==> config.mk <==
export PLATFORM = sky130hd
export DESIGN_NAME = line_rasterizer_flat
export DESIGN_NICKNAME = d
export VERILOG_FILES = /design/src/rtl/line_rasterizer_pkg.sv /design/src/rtl/line_rasterizer_if.sv /design/src/rtl/line_rasterizer.sv /design/src/flat_wrapper.sv
export SDC_FILE = /design/constraint.sdc
export NUM_CORES = 1
export LEC_CHECK = 0
export ABC_AREA = 0
export CAP_MARGIN = 20
export CORE_MARGIN = 2
export CORE_UTILIZATION = 54
export CTS_CLUSTER_DIAMETER = 30
export CTS_CLUSTER_SIZE = 8
export DETAILED_ROUTE_END_ITERATION = 10
export GPL_TIMING_DRIVEN = 0
export PLACE_DENSITY = 0.93
export SLEW_MARGIN = 20
export SYNTH_ARGS = -nofsm -noshare
export SYNTH_HDL_FRONTEND = slang
export SYNTH_SLANG_ARGS = --single-unit
==> constraint.sdc <==
create_clock -name PLB_clk -period 6.58 [get_ports PLB_clk]
set_input_delay 0.658 -clock PLB_clk [delete_from_list [all_inputs] [get_ports PLB_clk]]
set_output_delay 0.658 -clock PLB_clk [all_outputs]
set_load 0.005 [all_outputs]
==> src/rtl/line_rasterizer_pkg.sv <==
// Shared definitions for the line rasterizer and the framebuffer writer:
// widths, entry field positions, FSM states and the entry packing helper.
package line_rasterizer_pkg;

    localparam int unsigned RAST_FBW_FIFO_LEN = 96;
    localparam int unsigned LINE_LEN          = 9;
    localparam int unsigned COL_LEN           = 10;
    localparam int unsigned ERR_W             = 13;
    localparam int unsigned COLOR_W           = 32;

    // Entry fields use big-endian numbering: bit 0 is the MSB.
    localparam int unsigned Y_FIELD_END     = 15;
    localparam int unsigned X_FIELD_END     = 31;
    localparam int unsigned COLOR_FIELD_BEG = 32;
    localparam int unsigned COLOR_FIELD_END = 63;

    typedef enum logic [1:0] {
        IDLE  = 2'd0,
        SETUP = 2'd1,
        DRAW  = 2'd2,
        DONE  = 2'd3
    } state_e;

    typedef logic [0:RAST_FBW_FIFO_LEN-1] entry_t;

    function automatic entry_t pack_entry(input logic [COL_LEN-1:0]  x,
                                          input logic [LINE_LEN-1:0] y,
                                          input logic [COLOR_W-1:0]  color);
        entry_t e;
        e = '0;
        e[Y_FIELD_END-LINE_LEN+1 : Y_FIELD_END]   = y;
        e[X_FIELD_END-COL_LEN+1 : X_FIELD_END]    = x;
        e[COLOR_FIELD_BEG : COLOR_FIELD_END]      = color;
        return e;
    endfunction

endpackage

==> src/rtl/line_rasterizer_if.sv <==
// Command input and pixel FIFO output of the line rasterizer.
// The rasterizer itself connects through the slave modport.
interface line_rasterizer_if;
    import line_rasterizer_pkg::*;

    logic                           cmd_valid;
    logic                           cmd_ready;
    logic [COL_LEN-1:0]             cmd_x0;
    logic [LINE_LEN-1:0]            cmd_y0;
    logic [COL_LEN-1:0]             cmd_x1;
    logic [LINE_LEN-1:0]            cmd_y1;
    logic [COLOR_W-1:0]             cmd_color;
    logic [0:RAST_FBW_FIFO_LEN-1]   fifo_data;
    logic                           fifo_wr_en;
    logic                           fifo_full;
    logic                           line_done;
    logic                           busy;

    modport master (
        output cmd_valid, cmd_x0, cmd_y0, cmd_x1, cmd_y1, cmd_color, fifo_full,
        input  cmd_ready, fifo_data, fifo_wr_en, line_done, busy
    );

    modport slave (
        input  cmd_valid, cmd_x0, cmd_y0, cmd_x1, cmd_y1, cmd_color, fifo_full,
        output cmd_ready, fifo_data, fifo_wr_en, line_done, busy
    );

endinterface

==> src/rtl/line_rasterizer.sv <==
// Bresenham line rasterizer: takes one line command and emits one packed
// pixel entry per non-full cycle into the framebuffer-writer FIFO.
module line_rasterizer
    import line_rasterizer_pkg::*;
(
    input  logic               PLB_clk,
    input  logic               reset,
    line_rasterizer_if.slave   bus
);

    localparam int unsigned E2_W = ERR_W + 1;
    localparam logic signed [ERR_W-1:0] ERR_ZERO = '0;

    state_e                   state_q, state_d;
    logic [COL_LEN-1:0]       x_q, x_d, x1_q, x1_d;
    logic [LINE_LEN-1:0]      y_q, y_d, y1_q, y1_d;
    logic [COLOR_W-1:0]       color_q, color_d;
    logic signed [ERR_W-1:0]  dx_q, dx_d, dy_q, dy_d, err_q, err_d;
    logic                     sx_neg_q, sx_neg_d, sy_neg_q, sy_neg_d;
    logic                     cmd_ready_q, cmd_ready_d;
    logic                     busy_q, busy_d;
    logic                     line_done_q, line_done_d;

    logic [ERR_W-1:0]         abs_dx_c, abs_dy_c;
    logic signed [E2_W-1:0]   e2_c;
    logic                     step_x_c, step_y_c, at_end_c, wr_c;

    // Next-state, Bresenham step and write strobe.
    always_comb begin
        state_d     = state_q;
        x_d         = x_q;
        y_d         = y_q;
        x1_d        = x1_q;
        y1_d        = y1_q;
        color_d     = color_q;
        dx_d        = dx_q;
        dy_d        = dy_q;
        err_d       = err_q;
        sx_neg_d    = sx_neg_q;
        sy_neg_d    = sy_neg_q;
        wr_c        = 1'b0;

        abs_dx_c = (x1_q >= x_q) ? ERR_W'(x1_q - x_q) : ERR_W'(x_q - x1_q);
        abs_dy_c = (y1_q >= y_q) ? ERR_W'(y1_q - y_q) : ERR_W'(y_q - y1_q);
        // One extra bit keeps 2*err exact over the full error range.
        e2_c     = E2_W'(err_q) + E2_W'(err_q);
        step_x_c = (e2_c >= E2_W'(dy_q));
        step_y_c = (e2_c <= E2_W'(dx_q));
        at_end_c = (x_q == x1_q) && (y_q == y1_q);

        case (state_q)
            IDLE: begin
                if (bus.cmd_valid) begin
                    x_d     = bus.cmd_x0;
                    y_d     = bus.cmd_y0;
                    x1_d    = bus.cmd_x1;
                    y1_d    = bus.cmd_y1;
                    color_d = bus.cmd_color;
                    state_d = SETUP;
                end
            end
            SETUP: begin
                dx_d     = signed'(abs_dx_c);
                dy_d     = signed'(ERR_W'(0) - abs_dy_c);
                err_d    = signed'(abs_dx_c - abs_dy_c);
                sx_neg_d = !(x_q < x1_q);
                sy_neg_d = !(y_q < y1_q);
                state_d  = DRAW;
            end
            DRAW: begin
                wr_c = !bus.fifo_full;
                if (wr_c) begin
                    if (at_end_c) begin
                        state_d = DONE;
                    end else begin
                        err_d = err_q + (step_x_c ? dy_q : ERR_ZERO)
                                      + (step_y_c ? dx_q : ERR_ZERO);
                        if (step_x_c) x_d = sx_neg_q ? x_q - COL_LEN'(1) : x_q + COL_LEN'(1);
                        if (step_y_c) y_d = sy_neg_q ? y_q - LINE_LEN'(1) : y_q + LINE_LEN'(1);
                    end
                end
            end
            DONE: begin
                state_d = IDLE;
            end
            default: begin
                state_d = IDLE;
            end
        endcase

        cmd_ready_d = (state_d == IDLE);
        busy_d      = (state_d != IDLE);
        line_done_d = (state_d == DONE);
    end

    always_ff @(posedge PLB_clk) begin
        if (reset) begin
            state_q     <= IDLE;
            x_q         <= '0;
            y_q         <= '0;
            x1_q        <= '0;
            y1_q        <= '0;
            color_q     <= '0;
            dx_q        <= '0;
            dy_q        <= '0;
            err_q       <= '0;
            sx_neg_q    <= 1'b0;
            sy_neg_q    <= 1'b0;
            cmd_ready_q <= 1'b1;
            busy_q      <= 1'b0;
            line_done_q <= 1'b0;
        end else begin
            state_q     <= state_d;
            x_q         <= x_d;
            y_q         <= y_d;
            x1_q        <= x1_d;
            y1_q        <= y1_d;
            color_q     <= color_d;
            dx_q        <= dx_d;
            dy_q        <= dy_d;
            err_q       <= err_d;
            sx_neg_q    <= sx_neg_d;
            sy_neg_q    <= sy_neg_d;
            cmd_ready_q <= cmd_ready_d;
            busy_q      <= busy_d;
            line_done_q <= line_done_d;
        end
    end

    assign bus.cmd_ready  = cmd_ready_q;
    assign bus.busy       = busy_q;
    assign bus.line_done  = line_done_q;
    assign bus.fifo_wr_en = wr_c;
    assign bus.fifo_data  = pack_entry(x_q, y_q, color_q);

endmodule
==> src/flat_wrapper.sv <==
// flat-port wrapper written by rule: the top's interface ports become plain ports
module line_rasterizer_flat import line_rasterizer_pkg::*;
  (PLB_clk, reset, bus_cmd_valid, bus_cmd_x0, bus_cmd_y0, bus_cmd_x1, bus_cmd_y1, bus_cmd_color, bus_fifo_full, bus_cmd_ready, bus_fifo_data, bus_fifo_wr_en, bus_line_done, bus_busy);
  line_rasterizer_if bus_i ();
  input  logic PLB_clk;
  input  logic reset;
  input wire logic [$bits(bus_i.cmd_valid)-1:0] bus_cmd_valid;
  input wire logic [$bits(bus_i.cmd_x0)-1:0] bus_cmd_x0;
  input wire logic [$bits(bus_i.cmd_y0)-1:0] bus_cmd_y0;
  input wire logic [$bits(bus_i.cmd_x1)-1:0] bus_cmd_x1;
  input wire logic [$bits(bus_i.cmd_y1)-1:0] bus_cmd_y1;
  input wire logic [$bits(bus_i.cmd_color)-1:0] bus_cmd_color;
  input wire logic [$bits(bus_i.fifo_full)-1:0] bus_fifo_full;
  output wire logic [$bits(bus_i.cmd_ready)-1:0] bus_cmd_ready;
  output wire logic [$bits(bus_i.fifo_data)-1:0] bus_fifo_data;
  output wire logic [$bits(bus_i.fifo_wr_en)-1:0] bus_fifo_wr_en;
  output wire logic [$bits(bus_i.line_done)-1:0] bus_line_done;
  output wire logic [$bits(bus_i.busy)-1:0] bus_busy;
  assign bus_i.cmd_valid = bus_cmd_valid;
  assign bus_i.cmd_x0 = bus_cmd_x0;
  assign bus_i.cmd_y0 = bus_cmd_y0;
  assign bus_i.cmd_x1 = bus_cmd_x1;
  assign bus_i.cmd_y1 = bus_cmd_y1;
  assign bus_i.cmd_color = bus_cmd_color;
  assign bus_i.fifo_full = bus_fifo_full;
  assign bus_cmd_ready = bus_i.cmd_ready;
  assign bus_fifo_data = bus_i.fifo_data;
  assign bus_fifo_wr_en = bus_i.fifo_wr_en;
  assign bus_line_done = bus_i.line_done;
  assign bus_busy = bus_i.busy;
  line_rasterizer u_core (.PLB_clk(PLB_clk), .reset(reset), .bus(bus_i));
endmodule
==> results of run 1 <==
-- metal layers --
| layer | track usage (%) | share of wire [%] | up-vias |
|---|---|---|---|
| li1 | - | - | 4371 |
| met1 | 36.01 | 40 | 4213 |
| met2 | 49.94 | 48 | 432 |
| met3 | 4.880 | 7.0 | 85 |
| met4 | 16.44 | 4.5 | 0 |
| met5 | 0 | 0 | - |
-- layout by cell type, fill, tap and decap left out, types with 23 or more instances in the layout --
master / n
a211oi_1: 38
a21o_1: 23
a21oi_1: 126
buf_4: 46
clkbuf_1: 42
clkdlybuf4s50_1: 128
conb_1: 45
dfxtp_1: 114
ha_1: 106
inv_1: 128
mux2i_1: 29
nand2_1: 171
nor2_1: 87
o21ai_0: 48
xnor2_1: 25
-- state kept, by name (all words and copies together) (netlist names), 2 cells and up --
name,cells
u_core.x_q,10
u_core.dy_q,13
u_core.dx_q,11
u_core.state_q,2
u_core.err_q,13
u_core.y1_q,9
u_core.color_q,32
u_core.y_q,9
u_core.x1_q,10
-- worst reg2reg max path: stages (launching register included) --
cell and delay [ns]:
dfxtp_1 0.42, inv_1 0.07, ha_1 0.31, clkbuf_1 0.23, a21o_1 0.26, a21oi_1 0.27
a21o_1 0.17, and4_1 0.25, buf_1 0.48, mux2_2 0.47, fa_1 0.45, a21o_1 0.17
a21oi_1 0.22, o21bai_1 0.13, a2111oi_0 0.42, nor2_1 0.13, and2_1 0.18, o21ai_0 0.28
mux2_2 0.38, a211oi_1 0.22
-- metrics by stage --
stage               util, %  instances  cell area, um^2
global route          69.47       1622            11600
global placement      65.78       1590            10990
CTS                   69.47       1622            11600
floorplan                 -       1242             9429
finish                69.47       1622            11600
detailed placement    65.78       1590            10990
-- cell families after synthesis --
| family | count (synthesis) |
|---|---|
| AO/OA/AOI/OAI | 299 |
| flip-flops | 114 |
| adder cells (fa/ha/maj) | 126 |
| buffers and inverters | 226 |
| XOR/XNOR | 41 |
| multiplexers | 35 |
| AND/OR/NAND/NOR | 356 |
| other | 1 |
-- worst min path at each step --
stage                             from                  to  slack (ns)  cells after the start
detailed placement   u_core.color_q[8]   u_core.color_q[8]        0.45                      2
CTS                 u_core.color_q[24]  u_core.color_q[24]        0.46                      2
floorplan              u_core.dy_q[12]     u_core.dy_q[12]        0.45                      2
global placement    u_core.color_q[29]  u_core.color_q[29]        0.44                      2
global route        u_core.color_q[13]  u_core.color_q[13]        0.47                      2
finish              u_core.color_q[20]  u_core.color_q[20]        0.45                      2
-- cell type report --
class | instances | area [um^2] | share of cell area, %
inverter | 129 | 484.2 | 4.173
clock inverter | 13 | 173.9 | 1.499
buffer | 97 | 553.0 | 4.767
tap | 220 | 275.3 | 2.372
timing repair buffer | 128 | 1281 | 11.04
clock buffer | 19 | 442.9 | 3.818
sequential | 114 | 2282 | 19.67
multi-input combinational | 902 | 6110 | 52.66
==> run metrics, run 1 <==
Via Count=approximately 9100; Die W=around 130 um; Critical Path Sink=u_core.err_q[10]; Synth Register Bits=114; layout cell share with drive strength beyond 1=7.632%; Filler cells=between 1000 and 1500; Setup crit end kind=flop; critical path arrival=between 5 and 6 ns; Setup TNS Final=0 ns; Ys Warns=0; clk_lat worst skew=0.43 ns; Core Rows=between 40 and 50; Final min period=~5.6 ns; Max FO, Critical Path=10; final worst-path cycle share=about 85%; Critical R2R Capture=u_core.err_q[10]; clk sinks=114; Final Setup Violations=0; top cell type's share of synthesized area=around 25%; HPWL Detailed=between 20 and 25 mm; worst-path cell chain=inv_1 > ha_1 > clkbuf_1 > a21o_1 > a21oi_1 > a21o_1 > and4_1 > buf_1 > mux2_2 > fa_1 > a21o_1 > a21oi_1 > o21bai_1 > a2111oi_0 > nor2_1 > and2_1 > o21ai_0 > mux2_2 > a211oi_1; WL final=between 20 and 30 mm; CTS max path bufs=2; initial DRC count=788; worst r2r src=u_core.x_q[4]; Hold WS=roughly 0.45 ns; number of cells on the critical path=19; Hold Fails Final Rpt=0; IO Count=174; Critical Path RT=just under 7 ns; cell taking the most area after synthesis=dfxtp_1; top post-synthesis cells by area=dfxtp_1, ha_1, nand2_1; Tot GR Track Use=between 20% and 30%; largest family of logic cells by synthesized area=compound AO/OA/AOI/OAI gates; HP Class=reg2reg; Mapped Area=0.009264 mm^2; Synth-to-Final Area Change=25.24%; number of setup buffers added after CTS=0; Slew Viols, Final=0; most common cell in the netlist=nand2_1; initial antenna violation count=0; starting density of the core=between 50% and 60%; crit-path leading delay family=compound AO/OA/AOI/OAI gates; synthesized instance count=1198; cell mode on critical path=a21o_1; Worst Reg-to-Reg Cells=19; Nets=approximately 1600; Post-Synth XOR/XNOR Area=under 10%; synth unique cells=69; Compound-Gate Fraction of Synth Area=around 20%; worst slack at placement=1.113 ns; post-synthesis simple-gate area fraction=17.40%; Seq/Total Area, Yosys=around a quarter; Worst Setup Start Kind=flop; number of inserted diodes=0; post-route worst setup slack=0.9878 ns; clk root buf=clkbuf_16; WP buf/inv=3; Crit-path slowest cell=buf_1; Post-Synth Adder-Cell Area=about a fifth; largest net degree at the start of global routing=17; r2r setup slk=between 0.9 and 1 ns; max_slew headroom=between 20 and 30%; Vias/cell=between 5 and 6; # resized after CTS=0; Commonest cells post-synth=nand2_1, inv_1, a21oi_1; Post-synth ARST share=0%; CTS tree=done; Fmax=~180 MHz; Worst-path clk slew=0.06 ns; post-route antenna net violation count=0; mux cell area share after synthesis=slightly below 4%; Critical Path Source=u_core.x_q[4]; first-pass GRT wire length=43.14 mm; RSZ-0062 raised after global routing=false; Crit path largest cell delay=about 0.48 ns; Residual DRC=0; total CTS buffers=17; Syn Area/Cell=~7.7 um^2; Port Buffers=about 130; outcome=completed; Max Cap Viol=0; drt first pass iters=7; transition time of the tightest slew-check pin=between 1 and 1.5 ns; Post-synth EDFFs=0; Die H=approximately 130 um; Fin Clk Skew=~0.011 ns; CTS H-Tree Depth=4; CP Class=reg2reg; Hold-fix buffers, CTS=0; Die Footprint=0.01822 mm^2; CORE AREA=0.01670 mm^2; number of global-route vias before repair=between 8000 and 9000; Remaining Overflow, GRT=0; Most used DFF post-synth=dfxtp_1; RePlAce Congestion=between 0.9 and 1; WL/cell=16.86 um
Power of run 1 is left out: the tool's default activity adds up to more than one toggle a clock period on the data nets, which glitch-free logic cannot reach.
==> run 2, diff against run 1 <==
- clock period: 6.58 -> 5.35 ns (I/O delays scaled with it)
==> run 2 against run 1 <==
Non-clock buffer count up 5. Sequential share of layout area down 0.15 points. Sequential cell count unchanged. Final cell count up 0.31%. Clock skew about the same. Via count up 0.40%. Worst hold slack about the same. Register-to-register slack worse by 0.86 ns. Critical path depth unchanged. Utilization up 0.52 points. Critical path type unchanged. Highest routed layer unchanged.
==> run metrics, run 2 (synthesized netlist as in run 1, its figures left out) <==
WL/cell=16.83 um (-0.21%); Final Setup Violations=0 (unchanged); RePlAce Congestion=0.9462 (unchanged); CTS tree=done; max_slew headroom=30.86% (+3.3 points); HPWL Detailed=20.72 mm (unchanged); final worst-path cycle share=97.52% (+13 points); largest net degree at the start of global routing=17 (unchanged); Die W=135.0 um (unchanged); CORE AREA=0.01670 mm^2 (unchanged); routed wl met2=13.19 mm (-0.17%); clk_lat worst skew=0.42 ns (about the same); clk root buf=clkbuf_16; FF/Latch Area=0.002282 mm^2 (unchanged); starting density of the core=55.47% (unchanged); total CTS buffers=17 (unchanged); Max Cap Viol=0 (unchanged); Largest regs=u_core.color_q: 32 flops, u_core.dy_q: 13 flops, u_core.err_q: 13 flops; commonest non-fill, non-tap cell in the layout=nand2_1; max reg flops=32 (unchanged); DR WL met3=2.027 mm (+5.4%); initial DRC count=821 (+4.2%); RSZ-0062 raised after global routing=false; Port Buffers=128 (unchanged); Met1 Routed Length=10.88 mm (-0.81%); post-route antenna net violation count=0 (unchanged); Nets=1594 (+0.31%); Reg with most FFs=u_core.color_q; Slew Viols, Final=0 (unchanged); Die H=135.0 um (unchanged); Residual DRC=0 (unchanged); Hold-fix buffers, CTS=0 (unchanged); Via Count=9137 (+0.40%); Tot GR Track Use=29.69% (+0.064 points); CP Class=reg2reg; HP Class=reg2reg; Filler cells=1245 (-0.56%); Max FO, Critical Path=10 (unchanged); initial antenna violation count=0 (unchanged); Worst Setup Start Kind=flop; CTS H-Tree Depth=4 (unchanged); clk sinks=114 (unchanged); Hold Fails Final Rpt=0 (unchanged); Worst-path clk slew=0.06 ns (about the same); Die Footprint=0.01822 mm^2 (unchanged); Critical Path RT=5.69 ns (-1.23 ns); drt first pass iters=5 (-2); Vias/cell=5.616 (about the same); Remaining Overflow, GRT=0 (unchanged); most frequent cells in the layout=nand2_1, inv_1, clkdlybuf4s50_1, a21oi_1, dfxtp_1; Fin Clk Skew=0.01096 ns (-0.0001066 ns); layout cell share with drive strength beyond 1=8.671% (+1.0 points); transition time of the tightest slew-check pin=1.037 ns (-0.04948 ns); critical path arrival=5.55 ns (-0.38 ns); IO Count=174 (unchanged); cell total after placement=1590 (unchanged); Setup crit end kind=flop; number of global-route vias before repair=8818 (+0.068%); outcome=completed; Post-Layout Cell Count=1627 (+0.31%); area of the multi-input gates=0.006151 mm^2 (+0.68%); WL final=27.38 mm (about the same); Max Used Layer=met4; Final min period=5.217 ns (-0.3749 ns); Core Rows=47 (unchanged); Synth-to-Final Area Change=26.19%; number of inserted diodes=0 (unchanged); first-pass GRT wire length=43.23 mm (+0.21%); Fmax=191.7 MHz (+7.2%); CTS max path bufs=2 (unchanged)
run 2: cell types whose count changed in the layout (fill, tap and decap cells not counted), moves of 2 or more:
cell,before,now
a2111oi_0,2,0
a21oi_1,126,124
a21oi_2,0,2
buf_4,46,51
clkbuf_1,42,40
clkbuf_4,0,2
run 2: final timing paths:
check             cells past startpoint  slack (ns)               start            endpoint
hold / removal                        2        0.45  u_core.color_q[24]  u_core.color_q[24]
setup reg to reg                     19        0.13       u_core.x_q[4]    u_core.err_q[10]
setup / recovery                     19        0.13       u_core.x_q[4]    u_core.err_q[10]
hold reg to reg                       2        0.45  u_core.color_q[24]  u_core.color_q[24]
run 2: critical path: stages, from the launching register on:
cell and delay, ns:
dfxtp_1 0.42, inv_1 0.07, ha_1 0.31, clkbuf_1 0.23
a21o_1 0.27, a21oi_2 0.21, a21o_1 0.15, and4_1 0.25
clkbuf_4 0.25, mux2_2 0.42, fa_1 0.45, a21o_1 0.17
a21oi_1 0.22, o21bai_1 0.14, a2111oi_2 0.36, nor2_1 0.11
and2_1 0.17, o21ai_0 0.31, mux2_2 0.38, a211oi_1 0.22
run 2: layout make-up:
cell class                 instances  share of cell area, %
buffer                            97                  4.806
multi-input combinational        902                  52.62
clock inverter                    13                  1.488
tap                              220                  2.355
clock buffer                      19                  3.789
inverter                         129                  4.142
sequential                       114                  19.52
timing repair buffer             133                  11.28
run 2: metal layers:
metal,vias to the layer above,GRT usage (%)
met2,463,50.17
li1,4378,-
met5,-,0
met1,4204,36.05
met3,92,4.842
met4,0,16.38
run 2: through the flow:
step / setup TNS (ns) / hold slack [ns] / utilization (%) / setup slack [ns] / area, um^2
4_1_cts: -0.01164 / 0.4561 / 69.58 / -0.01164 / 11620
3_5_place_dp: -0.1165 / 0.4480 / 65.78 / -0.1165 / 10990
6_report: 0 / 0.4541 / 70.00 / 0.1327 / 11690
5_1_grt: 0 / 0.4722 / 70.00 / 0.01990 / 11690
2_1_floorplan: 0 / 0.4496 / - / 0.5498 / 9429
3_3_place_gp: -0.1194 / 0.4410 / 65.78 / -0.1194 / 10990
run 2: timing repair:
| action | CTS | global route |
|---|---|---|
| pin swaps | 0 | 2 |
| buffers inserted | 0 | 5 |
| gates resized for setup | 5 | 11 |
| endpoints found under the setup margin | 2 | 4 |
Power of run 2 is left out for the same reason.
